==> config.mk <==
export PLATFORM = sky130hd
export DESIGN_NAME = apb_slave_responder
export DESIGN_NICKNAME = d
export VERILOG_FILES = /design/src/rtl/apb_slave_pkg.sv /design/src/rtl/apb_slave_reg_file.sv /design/src/rtl/apb_slave_responder.sv
export SDC_FILE = /design/constraint.sdc
export NUM_CORES = 1
export LEC_CHECK = 0
export CORE_UTILIZATION = 40
export DETAILED_ROUTE_END_ITERATION = 10
export HOLD_SLACK_MARGIN = 0.02
export PLACE_DENSITY = 0.66
export SETUP_SLACK_MARGIN = 0.4
export SLEW_MARGIN = 20
export SYNTH_ARGS = -nofsm -noshare
export SYNTH_HDL_FRONTEND = slang
export SYNTH_SLANG_ARGS = --single-unit
export TNS_END_PERCENT = 100
==> constraint.sdc <==
create_clock -name pclk -period 3.8 [get_ports pclk]
set_input_delay 1.14 -clock pclk [delete_from_list [all_inputs] [get_ports pclk]]
set_output_delay 1.14 -clock pclk [all_outputs]
set_load 0.03 [all_outputs]
==> src/rtl/apb_slave_pkg.sv <==
// Shared types and helpers for the APB completer.
// Holds the FSM state enum, strobe width and the address error decode.
package apb_slave_pkg;

    typedef enum logic [1:0] {
        IDLE  = 2'd0,
        WAIT  = 2'd1,
        READY = 2'd2
    } apb_slave_state_e;

    localparam int STRB_WIDTH = 4;

    // Misaligned byte offset or word index past the register file.
    function automatic logic addr_err(
        input logic [1:0]  byte_off,
        input logic [63:0] word_idx,
        input int unsigned num_regs
    );
        return (byte_off != 2'b00) || (word_idx >= 64'(num_regs));
    endfunction

endpackage

==> src/rtl/apb_slave_reg_file.sv <==
// Byte-strobed register file with synchronous write and combinational read.
// Ports: clk, rst (sync, active-high), we/waddr/wstrb/wdata, raddr/rdata.
module apb_slave_reg_file
    import apb_slave_pkg::*;
#(
    parameter int NUM_REGS   = 16,
    parameter int DATA_WIDTH = 32
) (
    input  logic                        clk,
    input  logic                        rst,
    input  logic                        we,
    input  logic [$clog2(NUM_REGS)-1:0] waddr,
    input  logic [STRB_WIDTH-1:0]       wstrb,
    input  logic [DATA_WIDTH-1:0]       wdata,
    input  logic [$clog2(NUM_REGS)-1:0] raddr,
    output logic [DATA_WIDTH-1:0]       rdata
);

    logic [DATA_WIDTH-1:0] regs [NUM_REGS];

    always_ff @(posedge clk) begin
        if (rst) begin
            for (int i = 0; i < NUM_REGS; i++) begin
                regs[i] <= '0;
            end
        end else if (we) begin
            for (int b = 0; b < STRB_WIDTH; b++) begin
                if (wstrb[b]) begin
                    regs[waddr][8*b +: 8] <= wdata[8*b +: 8];
                end
            end
        end
    end

    assign rdata = regs[raddr];

endmodule

==> src/rtl/apb_slave_responder.sv <==
// APB completer: register file, programmable wait states, PSLVERR on bad
// addresses and a sticky flag for master protocol violations.
// Ports: pclk, preset (sync, active-high), APB slave signals psel/penable/
// pwrite/paddr/pwdata/pstrb/pprot, wait_cycles, and registered outputs
// prdata/pready/pslverr/protocol_err.
module apb_slave_responder
    import apb_slave_pkg::*;
#(
    parameter int ADDR_WIDTH = 32,
    parameter int DATA_WIDTH = 32,
    parameter int NUM_REGS   = 16
) (
    input  logic                  pclk,
    input  logic                  preset,
    input  logic                  psel,
    input  logic                  penable,
    input  logic                  pwrite,
    input  logic [ADDR_WIDTH-1:0] paddr,
    input  logic [DATA_WIDTH-1:0] pwdata,
    input  logic [STRB_WIDTH-1:0] pstrb,
    input  logic [2:0]            pprot,
    input  logic [3:0]            wait_cycles,
    output logic [DATA_WIDTH-1:0] prdata,
    output logic                  pready,
    output logic                  pslverr,
    output logic                  protocol_err
);

    localparam int IDX_W = $clog2(NUM_REGS);

    apb_slave_state_e state, state_n;

    logic [3:0]            cnt, cnt_n;
    logic [ADDR_WIDTH-1:0] addr_q;
    logic                  write_q;
    logic [DATA_WIDTH-1:0] wdata_q;
    logic [STRB_WIDTH-1:0] strb_q;
    logic                  err_q;

    logic [DATA_WIDTH-1:0] prdata_n;
    logic                  pready_n;
    logic                  pslverr_n;
    logic                  proto_n;

    logic                  setup;
    logic                  reg_we;
    logic                  err_in;
    logic [IDX_W-1:0]      rd_idx;
    logic [DATA_WIDTH-1:0] rd_data;

    // Protection attributes are accepted but carry no meaning here.
    logic unused_pprot;
    assign unused_pprot = ^pprot;

    assign err_in = addr_err(paddr[1:0], 64'(paddr[ADDR_WIDTH-1:2]),
                             NUM_REGS);

    // Zero-wait reads index straight off the bus; otherwise use the latch.
    assign rd_idx = (state == IDLE) ? paddr[IDX_W+1:2]
                                    : addr_q[IDX_W+1:2];

    apb_slave_reg_file #(
        .NUM_REGS   (NUM_REGS),
        .DATA_WIDTH (DATA_WIDTH)
    ) u_reg_file (
        .clk   (pclk),
        .rst   (preset),
        .we    (reg_we),
        .waddr (addr_q[IDX_W+1:2]),
        .wstrb (strb_q),
        .wdata (wdata_q),
        .raddr (rd_idx),
        .rdata (rd_data)
    );

    always_comb begin
        state_n   = state;
        cnt_n     = cnt;
        prdata_n  = '0;
        pready_n  = 1'b0;
        pslverr_n = 1'b0;
        proto_n   = protocol_err;
        setup     = 1'b0;
        reg_we    = 1'b0;
        unique case (state)
            IDLE: begin
                if (psel && penable) begin
                    proto_n = 1'b1;
                end else if (psel) begin
                    setup = 1'b1;
                    if (wait_cycles == 4'd0) begin
                        state_n   = READY;
                        pready_n  = 1'b1;
                        pslverr_n = err_in;
                        prdata_n  = (pwrite || err_in) ? '0 : rd_data;
                    end else begin
                        state_n = WAIT;
                        cnt_n   = wait_cycles;
                    end
                end
            end
            WAIT: begin
                if (!psel || !penable || paddr != addr_q ||
                    pwrite != write_q) begin
                    state_n = IDLE;
                    cnt_n   = 4'd0;
                    proto_n = 1'b1;
                end else if (cnt == 4'd1) begin
                    state_n   = READY;
                    cnt_n     = 4'd0;
                    pready_n  = 1'b1;
                    pslverr_n = err_q;
                    prdata_n  = (write_q || err_q) ? '0 : rd_data;
                end else begin
                    cnt_n = cnt - 4'd1;
                end
            end
            READY: begin
                state_n = IDLE;
                if (psel && penable) begin
                    reg_we = write_q && !err_q;
                end else begin
                    proto_n = 1'b1;
                end
            end
            default: begin
                state_n = IDLE;
            end
        endcase
    end

    always_ff @(posedge pclk) begin
        if (preset) begin
            state        <= IDLE;
            cnt          <= 4'd0;
            prdata       <= '0;
            pready       <= 1'b0;
            pslverr      <= 1'b0;
            protocol_err <= 1'b0;
        end else begin
            state        <= state_n;
            cnt          <= cnt_n;
            prdata       <= prdata_n;
            pready       <= pready_n;
            pslverr      <= pslverr_n;
            protocol_err <= proto_n;
        end
    end

    always_ff @(posedge pclk) begin
        if (preset) begin
            addr_q  <= '0;
            write_q <= 1'b0;
            wdata_q <= '0;
            strb_q  <= '0;
            err_q   <= 1'b0;
        end else if (setup) begin
            addr_q  <= paddr;
            write_q <= pwrite;
            wdata_q <= pwdata;
            strb_q  <= pstrb;
            err_q   <= err_in;
        end
    end

endmodule

==> impl_metrics.tcl <==
set metrics [dict create \
    io_buffers 111 \
    antenna_found_initial 5 \
    power.total_uw 15900 \
    cp_max_fo 29 \
    holdCritPathClass "flop to flop" \
    clock_skew_ns 0.0283 \
    crit_arrival_ns 3.80 \
    die_area_um2 76300 \
    whs_ns 0.459 \
    powerDensity_nw_per_um2 454 \
    areaGrowthSynthToFinish_pct 16.4 \
    status "completed" \
    wirelength_mm 87.4 \
    drt_iter0_drc 2219 \
    die_w_um 276 \
    drv_slew 0 \
    worstPathRequired_ns 4.34 \
    avgSynthCellArea_um2 10.9 \
    yosysWarnings 0 \
    rows 100 \
    grt_pass1_vias 22183 \
    cts.sinks 623 \
    vdd_drop_max_mv 0.273 \
    cts-root-buf "clkbuf_16" \
    setup_viol 0 \
    fmax_mhz 306 \
    path_class "input port to flop" \
    firstDrtPassIters 6 \
    worst_setup_path_start_kind "input port" \
    place_inst 3745 \
    hold_viol_final 0 \
    final.min_clock_period_ns 3.26 \
    worstSkewPairLatency_ns 0.61 \
    dr_total_vias 22384 \
    core_area_um2 74400 \
    worstMarginPinSlew_ns 1.08 \
    drv_cap 0 \
    vias_per_cell 5.78 \
    grt_pass1_wl_mm 132 \
    n_fill_cell 6557 \
    fin_crit_sh_pct 85.9 \
    cts_max_path_buffers 3 \
    grt_max_degree 97 \
    finalNetCount 2928 \
    ctsHoldBuffers 0 \
    fin_cells 3871 \
    seq_area_frac_synth_pct 58.5 \
    ioPinCount 115 \
    async_reset_ff_share_pct 0 \
    worstHoldPathCells 2 \
    cts_tree "built" \
    rsz0062_at_grt "false" \
    cts_buffers 68 \
    post_drt_wl_per_cell_um 22.6 \
    reg2regPathDepth 6 \
    netlist_area_um2 30100 \
    leakage_uw 0.0123 \
    synth-seq-cells 623 \
    syn_nets 2851 \
    relSlewSlack_pct 28.0 \
    die_h_um 276 \
    synthDistinctLibCells 51 \
    endpoint_kind "flop" \
    gr-total-overflow 0 \
    ctsResizeCount 0 \
    ant_nets 0 \
    setup_tns_ns 0 \
    htree_levels 3 \
    drive_gt1_share_pct 8.82 \
    synth_flop_cell "edfxtp_1" \
    initial_core_util_pct 40.4 \
    post-cts-setup-buffer-count 0 \
    gp_congestion 0.860 \
    num_antenna_cells 0 \
    synth_edf_count 512 \
    grt_usage_pct 22.6 \
    synthCells 2769 \
    drc_errors 0 \
    dp_hpwl_mm 56.1 \
    cts.reportedPaths.clkPinSlew_ns 0.06 \
]
## final timing paths
| kind | start | endpoint | slack, ns |
|---|---|---|---|
| worst min-delay path | strb_q[0]$_SDFFE_PP0P_ | strb_q[0]$_SDFFE_PP0P_ | 0.46 |
| worst min register to register | strb_q[0]$_SDFFE_PP0P_ | strb_q[0]$_SDFFE_PP0P_ | 0.46 |
| worst max-delay path | paddr[3] | prdata[29]$_SDFF_PP0_ | 0.54 |
| worst max register to register | addr_q[2]$_SDFFE_PP0P_ | prdata[16]$_SDFF_PP0_ | 0.88 |
## routing by layer
metal	GRT usage [%]	wire length, um	up-vias
met4	9.24	3540	6
met3	4.13	7750	206
met2	36.6	40700	1076
met5	0	40	-
li1	-	-	10174
met1	29.9	35300	10922
## area by class of cell
| type | instances | area (um2) | share of cell area (%) |
|---|---|---|---|
| clock buffers | 95 | 2010 | 5.74 |
| clock inverters | 31 | 369 | 1.05 |
| inverters | 6 | 22.5 | 0.0643 |
| multi-input cells | 1913 | 11600 | 33.1 |
| flip-flops and latches | 623 | 17600 | 50.3 |
| well taps | 969 | 1210 | 3.46 |
| repair buffers | 234 | 2200 | 6.30 |
## synthesized netlist by cell type (2+ instances only)
| cell type | count | area share (%) |
|---|---|---|
| and2_1 | 513 | 11 |
| edfxtp_1 | 512 | 51 |
| o21ai_0 | 255 | 4.2 |
| a21oi_1 | 203 | 3.4 |
| clkbuf_1 | 171 | 2.1 |
| nand2_1 | 161 | 2.0 |
| mux2i_1 | 160 | 5.3 |
| nand3_1 | 140 | 2.3 |
| nor2_1 | 140 | 1.7 |
| dfxtp_1 | 111 | 7.4 |
| a211oi_1 | 66 | 1.6 |
| and3_1 | 64 | 1.3 |
| buf_2 | 35 | 0.58 |
| or4_1 | 34 | 0.85 |
| o32ai_1 | 33 | 0.96 |
| xnor2_1 | 33 | 0.96 |
| a31oi_1 | 32 | 0.67 |
| nand4_1 | 15 | 0.31 |
| buf_1 | 13 | 0.16 |
| nor4_1 | 10 | 0.21 |
| buf_6 | 8 | 0.30 |
| inv_1 | 6 | 0.075 |
| o21ai_1 | 6 | 0.10 |
| nor3_1 | 5 | 0.083 |
| nor4b_1 | 4 | 0.12 |
| a31oi_2 | 3 | 0.12 |
| a31oi_4 | 3 | 0.21 |
| nor2b_1 | 3 | 0.062 |
| o22ai_1 | 3 | 0.062 |
| ha_1 | 2 | 0.083 |
| nand2b_1 | 2 | 0.042 |
| nor3b_1 | 2 | 0.050 |
| nor4bb_1 | 2 | 0.067 |
| or3_1 | 2 | 0.042 |
## worst max-delay path, cell delays in order
cell             delay, ns
clkdlybuf4s50_1       0.50
nor4b_1               0.22
a31oi_4               0.86
o32ai_1               0.29
or4_1                 0.63
a31oi_1               0.15
## through the flow
step	util (%)	worst slack (ns)	instance area [um2]
final	47.0	0.536	35000
after global routing	47.0	0.433	35000
after CTS	47.0	0.591	35000
after detailed placement	43.8	-0.0308	32600
after global placement	43.8	-0.0111	32600
after floorplan	-	0.477	30100
## kinds of logic after synthesis
group                      after synthesis  synth area share [%]
DFF                                    623                  58.5
AOI/OAI and AO/OA                      612                  11.6
muxes                                  160                  5.33
xor gates and xnor gates                34                 0.990
adders and majority gates                2                0.0832
buffers and inverters                  233                  3.25
and+or+nand+nor                       1105                  20.2
## cell usage in the layout, fill, tap and decap left out, drive strengths merged, types with 2 or more instances in the layout
master and n:
and3 64, nand2 161, or4 35, nor3b 2, ha 2, a21oi 203
nor2b 3, nor3 5, nand4 15, nor4b 4, buf 125, edfxtp 512
clkinv 21, dfxtp 111, o21ai 261, or2 2, mux2i 160, o22ai 3
or3b 2, clkbuf 95, nor4 11, nand3 140, bufinv 7, nor4bb 2
xnor2 33, and2 513, o32ai 33, inv 8, clkdlybuf4s50 109, nor2 140
a211oi 66, nand2b 2, or3 2, a31oi 38
## power breakdown
part | switching, uW | internal, uW | total, uW
clock network | 2750 | 4190 | 6940
logic | 747 | 443 | 1190
registers | 195 | 7580 | 7780
## registers in the layout, indices dropped and copies added, names as in the netlist
name             cells
u_reg_file.regs    512
state                2
strb_q               4
protocol_err         1
pready               1
write_q              1
prdata              32
wdata_q             32
err_q                1
pslverr              1
cnt                  4
addr_q              32
(Power assumes the default switching activity.)
